`src/rtl/bubble_output_serializer.sv`:
```
// Bubble output serializer: turns timing-generator cycle numbers into buffer-RAM
// fetches and presents each fetched nibble on DOUT during the cycle's output tick.
module bubble_output_serializer #(
  parameter int ADDR_W     = 21,
  parameter int BOOT_WORDS = 4106,
  parameter int PAGE_WORDS = 584
) (
  input  logic              MCLK,
  input  logic              RESET,
  input  logic [2:0]        ACCTYPE,
  input  logic [12:0]       BOUTCYCLENUM,
  input  logic [1:0]        BOUTTICKS,
  input  logic [11:0]       ABSPOS,
  output logic              RD_REQ,
  output logic [ADDR_W-1:0] RD_ADDR,
  input  logic              RD_ACK,
  input  logic [3:0]        RD_DATA,
  output logic [3:0]        DOUT,
  output logic              UNDERRUN
);

  localparam logic [12:0]       CYC_NONE  = 13'h1FFF;
  localparam logic [2:0]        ACC_RST   = 3'b000;
  localparam logic [2:0]        ACC_USER  = 3'b111;
  localparam logic [1:0]        TICK_OUT  = 2'b10;
  localparam logic [ADDR_W-1:0] BOOT_BASE = ADDR_W'(BOOT_WORDS);

  typedef enum logic [0:0] {
    S_IDLE = 1'b0,
    S_REQ  = 1'b1
  } state_t;

  state_t              state_r, state_nx_s;
  logic                rd_req_r, rd_req_nx_s;
  logic [ADDR_W-1:0]   rd_addr_r, rd_addr_nx_s;
  logic [3:0]          hold_r, hold_nx_s;
  logic                hold_valid_r, hold_valid_nx_s;
  logic                abort_r, abort_nx_s;
  logic                pend_r, pend_nx_s;
  logic                underrun_r, underrun_nx_s;
  logic [3:0]          dout_r, dout_nx_s;
  logic [12:0]         prev_cyc_r;
  logic [2:0]          prev_acc_r;
  logic [ADDR_W-1:0]   page_base_r;

  logic                active_s, is_user_s, user_entry_s, rst_entry_s;
  logic                cyc_valid_s, new_cyc_s, late_s;
  logic [ADDR_W-1:0]   abs_ext_s, cyc_ext_s, page_off_s, entry_base_s, base_s, fetch_addr_s;

  assign active_s     = ACCTYPE[1];
  assign is_user_s    = (ACCTYPE == ACC_USER);
  assign user_entry_s = is_user_s && (prev_acc_r != ACC_USER);
  assign rst_entry_s  = (ACCTYPE == ACC_RST) && (prev_acc_r != ACC_RST);
  assign cyc_valid_s  = active_s && (BOUTCYCLENUM != CYC_NONE);
  assign new_cyc_s    = cyc_valid_s && (BOUTCYCLENUM != prev_cyc_r);
  assign late_s       = cyc_valid_s && (BOUTTICKS == TICK_OUT) && !hold_valid_r;

  assign abs_ext_s = {{(ADDR_W-12){1'b0}}, ABSPOS};
  assign cyc_ext_s = {{(ADDR_W-13){1'b0}}, BOUTCYCLENUM};

  generate
    if (PAGE_WORDS == 584) begin : g_page_shift
      assign page_off_s = {abs_ext_s[ADDR_W-10:0], 9'b0} + {abs_ext_s[ADDR_W-7:0], 6'b0}
                        + {abs_ext_s[ADDR_W-4:0], 3'b0};
    end else begin : g_page_mul
      localparam logic [ADDR_W-1:0] PAGE_W = ADDR_W'(PAGE_WORDS);
      assign page_off_s = abs_ext_s * PAGE_W;
    end
  endgenerate

  // The entry cycle may also carry a new cycle number, so bypass the not-yet-latched base
  assign entry_base_s = BOOT_BASE + page_off_s;
  assign base_s       = user_entry_s ? entry_base_s : page_base_r;
  assign fetch_addr_s = is_user_s ? (base_s + cyc_ext_s) : cyc_ext_s;

  assign underrun_nx_s = !rst_entry_s &&
                         (underrun_r || late_s || ((state_r == S_REQ) && new_cyc_s));
  assign dout_nx_s     = (active_s && hold_valid_r && (BOUTTICKS == TICK_OUT)) ? hold_r : 4'b0000;

  // Fetch FSM next state and fetch bookkeeping
  always_comb begin
    state_nx_s      = state_r;
    rd_req_nx_s     = rd_req_r;
    rd_addr_nx_s    = rd_addr_r;
    hold_nx_s       = hold_r;
    hold_valid_nx_s = hold_valid_r;
    abort_nx_s      = abort_r;
    pend_nx_s       = pend_r;
    case (state_r)
      S_IDLE: begin
        if (new_cyc_s || (pend_r && cyc_valid_s)) begin
          state_nx_s      = S_REQ;
          rd_req_nx_s     = 1'b1;
          rd_addr_nx_s    = fetch_addr_s;
          hold_valid_nx_s = 1'b0;
          abort_nx_s      = 1'b0;
          pend_nx_s       = 1'b0;
        end else begin
          pend_nx_s = pend_r && active_s;
        end
      end
      S_REQ: begin
        // A request is never withdrawn; a superseded one completes and is then reissued
        pend_nx_s = (pend_r || new_cyc_s) && active_s;
        if (RD_ACK) begin
          state_nx_s  = S_IDLE;
          rd_req_nx_s = 1'b0;
          abort_nx_s  = 1'b0;
          if (abort_r || new_cyc_s || !active_s) begin
            hold_valid_nx_s = 1'b0;
          end else begin
            hold_nx_s       = RD_DATA;
            hold_valid_nx_s = 1'b1;
          end
        end else begin
          abort_nx_s = abort_r || new_cyc_s || !active_s;
        end
      end
      default: begin
        state_nx_s      = S_IDLE;
        rd_req_nx_s     = 1'b0;
        hold_valid_nx_s = 1'b0;
        abort_nx_s      = 1'b0;
        pend_nx_s       = 1'b0;
      end
    endcase
    hold_valid_nx_s = hold_valid_nx_s && active_s;
  end

  // FSM state register
  always_ff @(posedge MCLK) begin
    if (RESET) begin
      state_r <= S_IDLE;
    end else begin
      state_r <= state_nx_s;
    end
  end

  // Datapath, tracking and output registers
  always_ff @(posedge MCLK) begin
    if (RESET) begin
      rd_req_r     <= 1'b0;
      rd_addr_r    <= '0;
      hold_r       <= 4'b0000;
      hold_valid_r <= 1'b0;
      abort_r      <= 1'b0;
      pend_r       <= 1'b0;
      underrun_r   <= 1'b0;
      dout_r       <= 4'b0000;
      prev_cyc_r   <= CYC_NONE;
      prev_acc_r   <= ACC_RST;
      page_base_r  <= '0;
    end else begin
      rd_req_r     <= rd_req_nx_s;
      rd_addr_r    <= rd_addr_nx_s;
      hold_r       <= hold_nx_s;
      hold_valid_r <= hold_valid_nx_s;
      abort_r      <= abort_nx_s;
      pend_r       <= pend_nx_s;
      underrun_r   <= underrun_nx_s;
      dout_r       <= dout_nx_s;
      prev_cyc_r   <= active_s ? BOUTCYCLENUM : CYC_NONE;
      prev_acc_r   <= ACCTYPE;
      page_base_r  <= user_entry_s ? entry_base_s : page_base_r;
    end
  end

  assign RD_REQ   = rd_req_r;
  assign RD_ADDR  = rd_addr_r;
  assign DOUT     = dout_r;
  assign UNDERRUN = underrun_r;

endmodule

```
`config.mk`:
```
export PLATFORM = sky130hd
export DESIGN_NAME = bubble_output_serializer
export DESIGN_NICKNAME = d
export VERILOG_FILES = /design/src/rtl/bubble_output_serializer.sv
export SDC_FILE = /design/constraint.sdc
export NUM_CORES = 1
export LEC_CHECK = 0
export ABC_AREA = 1
export CAP_MARGIN = 20
export CORE_UTILIZATION = 40
export CTS_BUF_LIST = sky130_fd_sc_hd__clkbuf_4
export DETAILED_ROUTE_END_ITERATION = 10
export GPL_TIMING_DRIVEN = 0
export PLACE_DENSITY_LB_ADDON = 0.25
export SETUP_SLACK_MARGIN = 0.4
export SLEW_MARGIN = 10
export SYNTH_ARGS = -nofsm -noshare
export SYNTH_HDL_FRONTEND = slang
export SYNTH_SLANG_ARGS = --single-unit
```
`constraint.sdc`:
```
create_clock -name MCLK -period 5.35 [get_ports MCLK]
set_input_delay 1.07 -clock MCLK [delete_from_list [all_inputs] [get_ports MCLK]]
set_output_delay 1.07 -clock MCLK [all_outputs]
set_load 0.01 [all_outputs]
```
# --- Word level (Yosys, flattened, before mapping) ---
# Cells that the tools add are included.
op_classes:
  n_addsub: 4
  eq_ne: 7
  mux: 17
  n_bitwise: 4
  reduce_logical: 30
ops:
  columns: ["operator", "count"]
  rows:
  - ["$mux 21", 2]
  - ["$add 13x21->21 const A", 1]
  - ["$add 21x13->21", 1]
  - ["$add 21x15->21", 1]
  - ["$add 21x18->21", 1]
  - ["$logic_and 1x1->1", 14]
  - ["$ne 13x13->1", 1]
  - ["$ne 13x13->1 const B", 1]
  - ["$mux 1", 10]
  - ["$pmux 1 s2", 5]
  - ["$logic_or 1x1->1", 6]
  - ["$ne 2x2->1 const B", 2]
  - ["$not 1->1", 4]
  - ["$reduce_and 2->1", 2]
  - ["$reduce_or 2->1", 2]
  - ["$eq 3x3->1 const B", 1]
  - ["$logic_not 1->1", 3]
  - ["$logic_not 3->1", 1]
  - ["$ne 3x3->1 const B", 1]
  - ["$reduce_and 3->1", 1]
  - ["$reduce_bool 3->1", 1]
  - ["$eq 2x2->1 const B", 1]
word_totals:
  regBits: 72
  input_bits: 37
  out_inout_bits: 27

# --- Depth between registers and ports, before layout ---
logic_depth:
  depth_word: 9
  ltp_mapped: 23
  ltp_nobuf: 23

# --- Worst setup path before layout ---
# OpenSTA, ideal clock, no wires.
synth_timing:
  path_kind: "input-to-reg"
  startpoint: "input ABSPOS[0]"
  endpoint: "register rd_addr_r[19], in the netlist RD_ADDR[19]"
  setup_time_ps: 112
  arrival_ps: 4126
  required_time_ps: 5238
  setup_slack_ps: 1112
  path_stages: 23
  cell_sequence: "fa_1 ha_1 ha_1 nand2_1 nor2_2 nand2_1 nand2_1 nand2_1 nand2_1 xnor2_1 a21oi_1 ha_1 nand2_1 nor2_1 nand3_1 o21ai_1 nand4_2 nor2_2 nand2_1 nand2_1 nand2_1 nand2_1 nand2_1"
synth_via:
  elab_chain_len: 6
synth_lines:
  columns: ["element", "line_no", "text"]
  rows:
  - ["start: declaration", "13", "input logic [11:0] ABSPOS,"]
  - ["$add 21x18->21", "63", "assign page_off_s = {abs_ext_s[ADDR_W-10:0], 9'b0} + {abs_ext_s[ADDR_W-7:0], 6'b0}"]
  - ["$add 21x15->21 *", "64", "+ {abs_ext_s[ADDR_W-4:0], 3'b0};"]
  - ["$add 13x21->21 *", "72", "assign entry_base_s = BOOT_BASE + page_off_s;"]
  - ["$mux 21 *", null, null]
  - ["net base_s[12]", "48", "logic [ADDR_W-1:0] abs_ext_s, cyc_ext_s, page_off_s, entry_base_s, base_s, fetch_addr_s;"]
  - ["$add 21x13->21 *", "74", "assign fetch_addr_s = is_user_s ? (base_s + cyc_ext_s) : cyc_ext_s;"]
  - ["$mux 21 *", "74", null]
  - ["end signal: assignment", "155", "rd_addr_r <= rd_addr_nx_s;"]
  - ["end: declaration", "35", "logic [ADDR_W-1:0] rd_addr_r, rd_addr_nx_s;"]
# Mark *: on every way through the listed nets, which the timed path passes. The rest lies on a longest branch.
# A chain may end at the register's enable or synchronous reset.

# --- Worst setup path after layout ---
layout_timing:
  startpoint: "input ABSPOS[4]"
  endpoint: "register rd_addr_r[19], in the netlist RD_ADDR[19]"
# Same word-level chain as after synthesis.

==> metrics.csv <==
stage,metric,value,unit
run_status,outcome,"finished, final reports clean",
drt,dr.pass1.iters,5,
logic_synthesis,synth_top_area_share,0.2833,
floorplan,ios,64,
logic_synthesis,synth_nets,805,
grt,grt_use_total,0.2014,
grt,grt_overflow_total,0,
logic_synthesis,synthTopCellsByArea,"dfxtp_1 (28%), nand2_1 (13%), ha_1 (11%)",
worst_setup_path,slowest_delay,0.57,ns
pwr,power_switching,0.0005189,W
worst_setup_path,critPathKind,in -> reg,
clock_tree,cts.path.max_buffers,2,
pwr,p_leak,2.984,nW
timing,worst_slew_pin_slew,0.6764,ns
drt,final_antenna_net_count,0,
clock_tree,cts-htree-levels,3,
run,maxCapViolCount,0,
drt,drt-vias-per-instance,4.771,
grt,grt_max_degree,14,
clock_tree,clk_transition_reported_paths,0.12,ns
timing,hold_viol,0,
pwr,p_sw_frac,0.3647,
logic_synthesis,netlist-cell-type-count,47,
clock_tree,postCtsHoldBufs,0,
drt,dr.first_iter.drc_count,198,
logic_synthesis,synth_edf_count,0,
grt,grt_pass1_wl,20.91,mm
logic_synthesis,ys_warn_count,0,
pwr,p_seq_frac,0.401,
timing,setup_violations,0,
logic_synthesis,synth.cell_area,5087,um^2
timing,slew_violations,0,
clock_tree,clkLatencyLatePin,0.44,ns
logic_synthesis,synth-seq-cells,72,
worst_setup_path,startpoint_type,input port,
pwr,intPower,0.0009039,W
worst_setup_path,endpoint_kind,flip-flop,
timing,grt_setup_unrepaired,false,
timing,slew_headroom,0.5491,
grt,grt_pass1_vias,4525,
grt,antenna_found_initial,0,
worst_setup_path,critPathRequiredTime,5.70,ns
placement,gp_congestion,0.8740,
worst_setup_path,cp-startpoint,ABSPOS[4],
pwr,combPwrFrac,0.354,
drt,remaining_drc_errors,0,
timing,min_period_over_period,0.8737,
floorplan,die_x,114.8,um
logic_synthesis,syn_area_per_cell,7.115,um^2
floorplan,start_util,0.4166,
final_layout,area_delta_synth_final,19.99,%
logic_synthesis,ys.flop_type,dfxtp_1,
pwr,powerDensity,233.1,nW/um^2
placement,dp.final_hpwl,10.20,mm
floorplan,core,12210,um^2
drt,vias,4590,
floorplan,die_h,114.8,um
logic_synthesis,ys_seq_area_frac,0.2833,
hold_path,hold_start,hold_r[0],
final_layout,n_antenna_cell,0,
logic_synthesis,synth_area_leader_cell,dfxtp_1,
logic_synthesis,async_flop_share,0,
worst_setup_path,critical_path.most_common_cell,nand2_1,
clock_tree,clockRootBuffer,clkbuf_4,
pwr,peakVddDrop,0.1820,mV
worst_setup_path,path_cells,"clkdlybuf4s50_1, fa_1, ha_1, ha_1, nand2_2, nor2_1, nand2_1, nand2_1, xnor2_1, a21oi_1, ha_1, nand2_1, nor2_1, nand3_1, o21ai_4, nand4_2, nor2_4, nand2_1, nand2_1, nand2_1, nand2_1, nand2_1",
worst_setup_path,r2r-start,prev_acc_r[2],
drt,drt-total-wl,12.26,mm
pwr,clockPowerShare,0.245,
clock_tree,clock_sinks,72,
worst_setup_path,path_max_fanout,5,
worst_setup_path,crit_arrival,5.03,ns
timing,min_period,4.674,ns
final_layout,nets,879,
timing,timing.clock.skew,0.01346,ns
timing,fin_tns_setup,0,ns
floorplan,dieArea,13170,um^2
clock_tree,numCtsBuffers,9,
placement,portBuffers,62,
floorplan,num_rows,40,
clock_tree,cts_tree,built,
logic_synthesis,synthCells,715,
timing,holdWs,0.4448,ns
hold_path,hp-class,reg -> reg,
final_layout,drive_gt1_frac,0.1184,
drt,post_drt_wl_per_cell,12.75,um
timing,clock.fmax,213.9,MHz
worst_setup_path,cpMaxStageDelayCell,clkdlybuf4s50_1,
[final timing paths]
| check | endpoint | slack [ns] | cells after the start |
|---|---|---|---|
| min | DOUT[0] | 0.44 | 2 |
| max | RD_ADDR[19] | 0.68 | 22 |
| max reg2reg | RD_ADDR[9] | 2.06 | 18 |
| min reg2reg | DOUT[0] | 0.44 | 2 |
[routing by layer]
metal | global-route usage | share of wire | vias to the layer above
li1 | - | - | 2421
met1 | 0.2542 | 0.48 | 2069
met2 | 0.3471 | 0.46 | 82
met3 | 0.04112 | 0.046 | 18
met4 | 0.05974 | 0.016 | 0
met5 | 0 | 0 | -
[cell usage in the layout (no fill, tap or decap), drive strengths merged]
master,count
a21boi,4
a21o,3
a21oi,36
a31oi,4
and2,5
and3b,1
buf,9
bufinv,1
clkbuf,15
clkdlybuf4s50,59
clkinv,10
clkinvlp,1
dfxtp,72
dlymetal6s2s,3
fa,7
ha,46
inv,113
nand2,200
nand3,46
nand3b,3
nand4,9
nor2,68
nor3,6
nor4,4
o211ai,1
o21a,5
o21ai,35
o21bai,2
o41ai,1
or2,5
xnor2,13
xor2,7
[through the flow]
step	std cells	utilization	total power (W)	instance area [um^2]	worst slack, ns
2_1_floorplan	715	-	0.0009388	5087	1.112
3_3_place_gp	945	0.4846	0.001070	5918	0.05320
5_1_grt	962	0.4999	0.001527	6105	0.3892
3_5_place_dp	945	0.4846	0.001080	5918	-0.02520
6_report	962	0.4999	0.001423	6105	0.6758
4_1_cts	961	0.4961	0.001430	6058	0.4473
[Yosys cell counts, types with 2 or more instances]
cell / instances
o21ai_1: 5
xnor2_1: 13
a21oi_1: 35
nand3_1: 41
a31oi_1: 3
xor2_1: 7
and2_1: 5
nand2_4: 9
clkbuf_1: 6
nand3_2: 4
clkinv_2: 4
ha_1: 46
o21ai_0: 28
o21a_1: 5
nand2_1: 178
nor2_2: 11
nor2_1: 52
nor3_1: 5
nor4_1: 3
dfxtp_1: 72
a21boi_0: 4
nand2_2: 13
fa_1: 7
o21bai_1: 2
buf_4: 2
nor2_4: 5
inv_1: 104
nand3b_1: 3
buf_6: 5
nand4_1: 8
a21o_1: 3
o21ai_2: 2
or2_2: 4
inv_2: 8
[repair_timing]
item / in CTS / in global routing
resized for setup: 0 / 8
setup endpoints to repair: 0 / 5
setup buffers: 0 / 1
[layout make-up]
class / instances / area, um^2
sequential: 72 / 1441
buffer: 14 / 113.9
fill: 1268 / 6107
multi-input combinational: 511 / 3113
timing repair buffer: 63 / 635.6
clock buffer: 9 / 67.56
clock inverter: 7 / 72.57
inverter: 118 / 450.4
tap: 168 / 210.2
[registers in the layout, indices dropped and copies added, names as in the netlist, 3 cells and up]
register     flops
RD_ADDR         21
page_base_r     21
prev_cyc_r      13
DOUT             4
hold_r           4
prev_acc_r       3
[kinds of logic after synthesis]
group,count (synthesis),synth area share
and+or+nand+nor,347,0.3269
buffers and inverters,132,0.1109
AOI/OAI and AO/OA,91,0.1038
DFF,72,0.2833
adders and majority gates,53,0.1407
xor gates and xnor gates,20,0.03443
[power groups by stage]
| stage | logic [W] | clock network (W) | registers [W] |
|---|---|---|---|
| 2_1_floorplan | 0.000354 | 0 | 0.000585 |
| 3_3_place_gp | 0.000488 | 0 | 0.000582 |
| 3_5_place_dp | 0.000497 | 0 | 0.000583 |
| 4_1_cts | 0.000500 | 0.000359 | 0.000571 |
| 5_1_grt | 0.000573 | 0.000381 | 0.000573 |
| 6_report | 0.000503 | 0.000349 | 0.000570 |
[critical path, delay by kind of cell]
family | cells | cell delay, ns
adders and majority gates | 4 | 1.50
and+or+nand+nor | 14 | 1.43
buffers and inverters | 1 | 0.57
AOI/OAI and AO/OA | 2 | 0.31
xor gates and xnor gates | 1 | 0.14
(Power assumes the default switching activity.)
